===== src/rtl/speech_pkg.sv =====
// Shared types and constants for the speech playback sequencer.
// FSM states, keyboard command codes and sample-unpacking helper.
package speech_pkg;

    localparam int unsigned BYTES_PER_WORD = 4;
    localparam int unsigned IDX_W          = 2;
    localparam int unsigned WORD_W         = 32;

    typedef enum logic [2:0] {
        IDLE,
        FETCH,
        WAIT_DATA,
        OUTPUT,
        NEXT,
        RESTART
    } state_t;

    localparam logic [7:0] CMD_PLAY_U    = 8'h45;
    localparam logic [7:0] CMD_PLAY_L    = 8'h65;
    localparam logic [7:0] CMD_PAUSE_U   = 8'h44;
    localparam logic [7:0] CMD_PAUSE_L   = 8'h64;
    localparam logic [7:0] CMD_FWD_U     = 8'h46;
    localparam logic [7:0] CMD_FWD_L     = 8'h66;
    localparam logic [7:0] CMD_BACK_U    = 8'h42;
    localparam logic [7:0] CMD_BACK_L    = 8'h62;
    localparam logic [7:0] CMD_RESTART_U = 8'h52;
    localparam logic [7:0] CMD_RESTART_L = 8'h72;

    // Byte idx of a flash word; byte 0 is bits 7:0.
    function automatic logic [7:0] word_byte(input logic [WORD_W-1:0] w,
                                             input logic [IDX_W-1:0] i);
        return w[{i, 3'b000} +: 8];
    endfunction

endpackage


===== src/rtl/speech_cmd_decode.sv =====
// Keyboard command decoder: holds play/pause, direction and pending restart.
// A restart code arriving in the same cycle as restart_clr stays pending.
module speech_cmd_decode
    import speech_pkg::*;
(
    input  logic       clk,
    input  logic       reset,
    input  logic       ready,
    input  logic [7:0] code,
    input  logic       restart_clr,
    output logic       playing,
    output logic       reverse,
    output logic       restart_pend
);

    always_ff @(posedge clk) begin
        if (reset) begin
            playing      <= 1'b0;
            reverse      <= 1'b0;
            restart_pend <= 1'b0;
        end else begin
            if (restart_clr) begin
                restart_pend <= 1'b0;
            end
            if (ready) begin
                case (code)
                    CMD_PLAY_U,    CMD_PLAY_L:    playing      <= 1'b1;
                    CMD_PAUSE_U,   CMD_PAUSE_L:   playing      <= 1'b0;
                    CMD_FWD_U,     CMD_FWD_L:     reverse      <= 1'b0;
                    CMD_BACK_U,    CMD_BACK_L:    reverse      <= 1'b1;
                    CMD_RESTART_U, CMD_RESTART_L: restart_pend <= 1'b1;
                    default: ;
                endcase
            end
        end
    end

endmodule


===== src/rtl/speech_playback_ctrl.sv =====
// Speech playback sequencer: walks the flash speech region word by word and
// hands out one 8-bit sample per audio request, under keyboard control.
module speech_playback_ctrl
    import speech_pkg::*;
#(
    parameter int unsigned       ADDR_W     = 23,
    parameter logic [ADDR_W-1:0] START_ADDR = '0,
    parameter logic [ADDR_W-1:0] END_ADDR   = ADDR_W'(23'h07FFFF)
) (
    input  logic              clk,
    input  logic              reset,
    input  logic              ready,
    input  logic [7:0]        code,
    input  logic              audio_req,
    input  logic              flash_waitrequest,
    input  logic              flash_readdatavalid,
    input  logic [WORD_W-1:0] flash_readdata,
    output logic              flash_read,
    output logic [ADDR_W-1:0] flash_addr,
    output logic [7:0]        audio_sample,
    output logic              sample_strobe,
    output logic              playing,
    output logic              reverse
);

    state_t             state, state_d;
    logic               flash_read_d;
    logic [ADDR_W-1:0]  addr_d;
    logic [WORD_W-1:0]  word, word_d;
    logic [IDX_W-1:0]   idx, idx_d;
    logic               word_rev, word_rev_d;
    logic [7:0]         sample_d;
    logic               strobe_d;
    logic               restart_pend;
    logic               restart_clr;
    logic               last_byte;

    speech_cmd_decode u_cmd_decode (
        .clk          (clk),
        .reset        (reset),
        .ready        (ready),
        .code         (code),
        .restart_clr  (restart_clr),
        .playing      (playing),
        .reverse      (reverse),
        .restart_pend (restart_pend)
    );

    // Word order is frozen at latch time so a direction change waits for the word boundary.
    assign last_byte = word_rev ? (idx == '0) : (idx == IDX_W'(BYTES_PER_WORD - 1));

    always_ff @(posedge clk) begin
        if (reset) begin
            state         <= IDLE;
            flash_read    <= 1'b0;
            flash_addr    <= START_ADDR;
            word          <= '0;
            idx           <= '0;
            word_rev      <= 1'b0;
            audio_sample  <= '0;
            sample_strobe <= 1'b0;
        end else begin
            state         <= state_d;
            flash_read    <= flash_read_d;
            flash_addr    <= addr_d;
            word          <= word_d;
            idx           <= idx_d;
            word_rev      <= word_rev_d;
            audio_sample  <= sample_d;
            sample_strobe <= strobe_d;
        end
    end

    always_comb begin
        state_d      = state;
        flash_read_d = flash_read;
        addr_d       = flash_addr;
        word_d       = word;
        idx_d        = idx;
        word_rev_d   = word_rev;
        sample_d     = audio_sample;
        strobe_d     = 1'b0;
        restart_clr  = 1'b0;

        case (state)
            IDLE: begin
                if (restart_pend) begin
                    state_d = RESTART;
                end else if (playing) begin
                    state_d      = FETCH;
                    flash_read_d = 1'b1;
                end
            end
            // Read is held until accepted, regardless of pause or restart.
            FETCH: begin
                flash_read_d = 1'b1;
                if (flash_read && !flash_waitrequest) begin
                    flash_read_d = 1'b0;
                    state_d      = WAIT_DATA;
                end
            end
            WAIT_DATA: begin
                if (flash_readdatavalid) begin
                    if (restart_pend) begin
                        state_d = RESTART;
                    end else begin
                        word_d     = flash_readdata;
                        word_rev_d = reverse;
                        idx_d      = reverse ? IDX_W'(BYTES_PER_WORD - 1) : '0;
                        state_d    = OUTPUT;
                    end
                end
            end
            OUTPUT: begin
                if (restart_pend) begin
                    state_d = RESTART;
                end else if (audio_req && playing) begin
                    sample_d = word_byte(word, idx);
                    strobe_d = 1'b1;
                    idx_d    = word_rev ? idx - IDX_W'(1) : idx + IDX_W'(1);
                    if (last_byte) begin
                        state_d = NEXT;
                    end
                end
            end
            NEXT: begin
                if (reverse) begin
                    addr_d = (flash_addr == START_ADDR) ? END_ADDR : flash_addr - ADDR_W'(1);
                end else begin
                    addr_d = (flash_addr == END_ADDR) ? START_ADDR : flash_addr + ADDR_W'(1);
                end
                if (playing) begin
                    state_d      = FETCH;
                    flash_read_d = 1'b1;
                end else begin
                    state_d = IDLE;
                end
            end
            RESTART: begin
                restart_clr = 1'b1;
                addr_d      = reverse ? END_ADDR : START_ADDR;
                state_d     = IDLE;
            end
            default: state_d = IDLE;
        endcase
    end

endmodule

===== config.mk =====
export PLATFORM = sky130hd
export DESIGN_NAME = speech_playback_ctrl
export DESIGN_NICKNAME = d
export VERILOG_FILES = /design/src/rtl/speech_pkg.sv /design/src/rtl/speech_cmd_decode.sv /design/src/rtl/speech_playback_ctrl.sv
export SDC_FILE = /design/constraint.sdc
export NUM_CORES = 1
export LEC_CHECK = 0
export BUFFER_PORTS_ARGS = -buffer_cell sky130_fd_sc_hd__buf_2
export CORE_ASPECT_RATIO = 1.75
export CORE_MARGIN = 2
export CORE_UTILIZATION = 56
export DETAILED_ROUTE_END_ITERATION = 12
export HOLD_SLACK_MARGIN = 0.06
export PLACE_DENSITY = 0.76
export SYNTH_ARGS = -nofsm -noshare
export SYNTH_HDL_FRONTEND = slang
export SYNTH_HIERARCHICAL = 1
export SYNTH_SLANG_ARGS = --single-unit

===== constraint.sdc =====
create_clock -name clk -period 3.3 [get_ports clk]
set_clock_uncertainty 0.1 [all_clocks]
set_input_delay 0.33 -clock clk [delete_from_list [all_inputs] [get_ports clk]]
set_output_delay 0.33 -clock clk [all_outputs]
set_load 0.05 [all_outputs]

==> results_tabular.tex <==
\begin{tabular}{lr}
\hline
Metric & Value \\
\hline
\multicolumn{2}{l}{\textbf{Status}} \\
Run status & complete, no violations \\
\multicolumn{2}{l}{\textbf{Power}} \\
Total power density per cell area & 421 mW/mm\^{}2 \\
Total power of the final layout & 2.15 mW \\
Peak VDD IR & 0.430 mV \\
Static Leakage & 1.89 nW \\
\multicolumn{2}{l}{\textbf{Clocking}} \\
Max H-tree Level & 3 \\
CTS root buffer & sky130\_fd\_sc\_hd\_\_clkbuf\_16 \\
Buffer levels on the longest clock path & 2 \\
Post-CTS Setup Inserts & 0 \\
Clock Latency Late Sink & 340 ps \\
Cts hold-fix bufs & 0 \\
Clock input transition at the sequential cells of the worst setup and hold paths & 60 ps \\
Cts repair resizes & 0 \\
CTS tree & yes \\
Total clock buffers created by CTS & 9 \\
Count of clock tree sinks & 74 \\
\multicolumn{2}{l}{\textbf{Floorplanning}} \\
Number of standard-cell rows in the floorplan & 43 \\
Initial standard-cell utilization of the core & 57.0\% \\
Die height & 122 um \\
I/O pin count & 81 \\
Chip width & 71.4 um \\
Die area & 0.00870 sq mm \\
Core area & 0.00780 sq mm \\
\multicolumn{2}{l}{\textbf{Critical path}} \\
WP data arrival & 3060 ps \\
Capture instance of the worst register-to-register path & flash\_addr[20]\$\_SDFFE\_PP0P\_ \\
Critical-path maximum fanout & 8 \\
Startpoint of the worst-slack reg-to-reg timing path & flash\_addr[0]\$\_SDFFE\_PP0P\_ \\
Number of cell instances on the worst register-to-register path & 7 \\
Reg2Reg Setup Slack & 390 ps \\
Category of the critical setup timing path & register to register \\
Endpoint type of the worst setup path & register \\
Critical path startpoint category & register \\
Endpoint required time on the critical path & 3440 ps \\
\multicolumn{2}{l}{\textbf{Logic synthesis}} \\
Synthesized instance count & 597 \\
Count of flip-flops with a built-in enable after synthesis & 0 \\
Sequential element share of the synthesized area & 33.3\% \\
Library cells used by synthesis & 65 \\
Average cell area after synthesis & 7.45 sq um \\
Share of the synthesized area in the top cell type & 33.3\% \\
Share of synthesized registers carrying an async set or reset & 0\% \\
Synth cell count leaders & sky130\_fd\_sc\_hd\_\_nand2\_1, sky130\_fd\_sc\_hd\_\_dfxtp\_1, sky130\_fd\_sc\_hd\_\_a21oi\_1, sky130\_fd\_sc\_hd\_\_clkbuf\_1, sky130\_fd\_sc\_hd\_\_nor2\_1 \\
Most used flip-flop cell after synthesis & sky130\_fd\_sc\_hd\_\_dfxtp\_1 \\
Synthesized flop and latch total & 74 \\
Netlist area before placement & 0.00445 sq mm \\
Cell accounting for the most synthesized area & sky130\_fd\_sc\_hd\_\_dfxtp\_1 \\
Top-count cell post-synth & sky130\_fd\_sc\_hd\_\_nand2\_1 \\
Most area-consuming cells after synthesis & sky130\_fd\_sc\_hd\_\_dfxtp\_1, sky130\_fd\_sc\_hd\_\_nand2\_1, sky130\_fd\_sc\_hd\_\_a21oi\_1 \\
Total number of yosys warnings & 6 \\
Number of nets in the synthesized netlist & 646 \\
\multicolumn{2}{l}{\textbf{Min path}} \\
Hold Crit Class & primary input to register \\
Cell depth of the worst hold path & 3 \\
Terminating pin of the worst hold path & word[14]\$\_SDFFE\_PP0P\_ \\
Startpoint of the lowest-slack hold path & flash\_readdata[14] \\
\multicolumn{2}{l}{\textbf{Timing}} \\
Fmax & 343 MHz \\
RSZ-0062 raised after global routing & no \\
Total Negative Setup Slacks & 0 ps \\
Total count of hold-check failures in the final report & 0 \\
Final Critical Period & 2910 ps \\
Number of slew-limit violations in the final report & 0 \\
Slew headroom & 22.1\% \\
Worst Tran Pin Value & 1170 ps \\
Share of the clock period used by the worst path & 88.3\% \\
Final number of setup-violating endpoints & 0 \\
\multicolumn{2}{l}{\textbf{Final layout}} \\
Total non-filler cell area in the finished layout & 0.00511 sq mm \\
Filler-free cell count of the finished design & 740 \\
Antenna cells & 0 \\
Area Growth Syn to Fin & 14.9\% \\
Layout cells sized above 1 & 20.0\% \\
Number of nets in the final layout & 694 \\
\multicolumn{2}{l}{\textbf{Detailed routing}} \\
Vias per cell & 6.48 \\
\# DRC & 0 \\
TritonRoute pass-1 iters & 5 \\
Number of DRC markers in iteration 0 & 603 \\
Via count of the routed design & 4798 \\
WL/cell & 17.5 um \\
Post-route antenna net violation count & 0 \\
Routed WL & 13.0 mm \\
\multicolumn{2}{l}{\textbf{Placement}} \\
Post-place instance area & 0.00482 sq mm \\
Placer congestion estimate & 0.972 \\
Number of buffers inserted by port buffering & 79 \\
Half-perimeter wire length of the detailed placement result & 9.08 mm \\
Number of cells after detailed placement & 724 \\
\multicolumn{2}{l}{\textbf{Global route}} \\
Vias in the first global route & 4487 \\
Leftover overflow at the end of global routing & 0 \\
Aggregate global-route resource usage & 30.9\% \\
First-pass GRT wire length & 21.3 mm \\
Antenna violations before repair & 0 \\
Largest net degree at the start of global routing & 45 \\
\multicolumn{2}{l}{\textbf{Job}} \\
Max Cap Violations & 0 \\
\hline
\end{tabular}
[routing by layer]
layer | share of wire (%) | routed length [um] | global-route usage, % | up-vias
met3 | 6.3 | 815 | 6.12 | 56
li1 | - | - | - | 2272
met2 | 52 | 6720 | 53.8 | 231
met5 | 0 | 0 | 0 | -
met1 | 37 | 4810 | 34.0 | 2239
met4 | 4.9 | 640 | 18.0 | 0
[critical path, stage by stage (launching register included)]
cell                       delay [ps]
sky130_fd_sc_hd__dfxtp_1          380
sky130_fd_sc_hd__inv_1            150
sky130_fd_sc_hd__ha_1             220
sky130_fd_sc_hd__or3b_2           530
sky130_fd_sc_hd__nor4_1           760
sky130_fd_sc_hd__and4_1           320
sky130_fd_sc_hd__o21ai_0           80
sky130_fd_sc_hd__a221oi_1         280
[layout make-up]
class | instances | area [sq um]
Sequential cell | 74 | 1480
Tap cell | 90 | 113
Clock inverter | 7 | 60.1
Clock buffer | 9 | 225
Inverter | 20 | 75.1
Timing Repair Buffer | 89 | 470
Fill cell | 690 | 2690
Multi-Input combinational cell | 451 | 2680
[cells by family (layout without fill, tap and decap cells)]
family	Yosys count	in the layout	synth area share, %
AOI/OAI and AO/OA	164	164	22.9
xor gates and xnor gates	7	7	1.38
adders and majority gates	3	3	0.844
buffers and inverters	72	125	6.33
DFF	74	74	33.3
muxes	15	15	5.74
and+or+nand+nor	262	262	29.5
[sequential cells by signal (all words and copies together), names as in the netlist]
signal,flops
audio_sample,8
u_cmd_decode/restart_pend,1
u_cmd_decode/playing,1
word_rev,1
sample_strobe,1
state,3
u_cmd_decode/reverse,1
word,32
idx,2
flash_read,1
flash_addr,23
[through the flow]
| step | setup slack, ps | utilization (%) | hold WS, ps |
|---|---|---|---|
| 2_1_floorplan | 620 | - | 302 |
| 3_3_place_gp | 633 | 61.8 | 339 |
| 3_5_place_dp | 571 | 61.8 | 344 |
| 4_1_cts | 540 | 65.5 | 115 |
| 5_1_grt | 316 | 65.5 | 116 |
| 6_report | 387 | 65.5 | 118 |
[worst max path at each step]
stage	from	end	slack, ps	cells after the start
2_1_floorplan	flash_addr[1]$_SDFFE_PP0P_	flash_addr[15]$_SDFFE_PP0P_	620	9
3_3_place_gp	flash_addr[0]$_SDFFE_PP0P_	flash_addr[16]$_SDFFE_PP0P_	630	7
3_5_place_dp	flash_addr[0]$_SDFFE_PP0P_	flash_addr[20]$_SDFFE_PP0P_	570	7
4_1_cts	flash_addr[0]$_SDFFE_PP0P_	flash_addr[20]$_SDFFE_PP0P_	540	7
5_1_grt	flash_addr[0]$_SDFFE_PP0P_	flash_addr[16]$_SDFFE_PP0P_	320	7
6_report	flash_addr[0]$_SDFFE_PP0P_	flash_addr[20]$_SDFFE_PP0P_	390	7
[power by group]
part	internal [mW]	switching, mW	leakage (nW)
sequential	0.904	0.0266	0.596
clock	0.521	0.430	0.131
combinational	0.0957	0.175	1.16
[placed cells by master (no fill, tap or decap), drive strengths merged, types with 8 or more instances in the layout]
master / netlist / final
nand4: 10 / 10
mux4: 8 / 8
nand3: 15 / 15
or4: 8 / 8
a31oi: 14 / 14
inv: 19 / 22
nor4: 16 / 16
clkbuf: 43 / 9
nor3: 20 / 20
buf: 9 / 89
nand2: 115 / 115
nor2: 31 / 31
and3: 8 / 8
dfxtp: 74 / 74
o21ai: 30 / 30
a21oi: 70 / 70
Power figures use the tool's default switching activity.
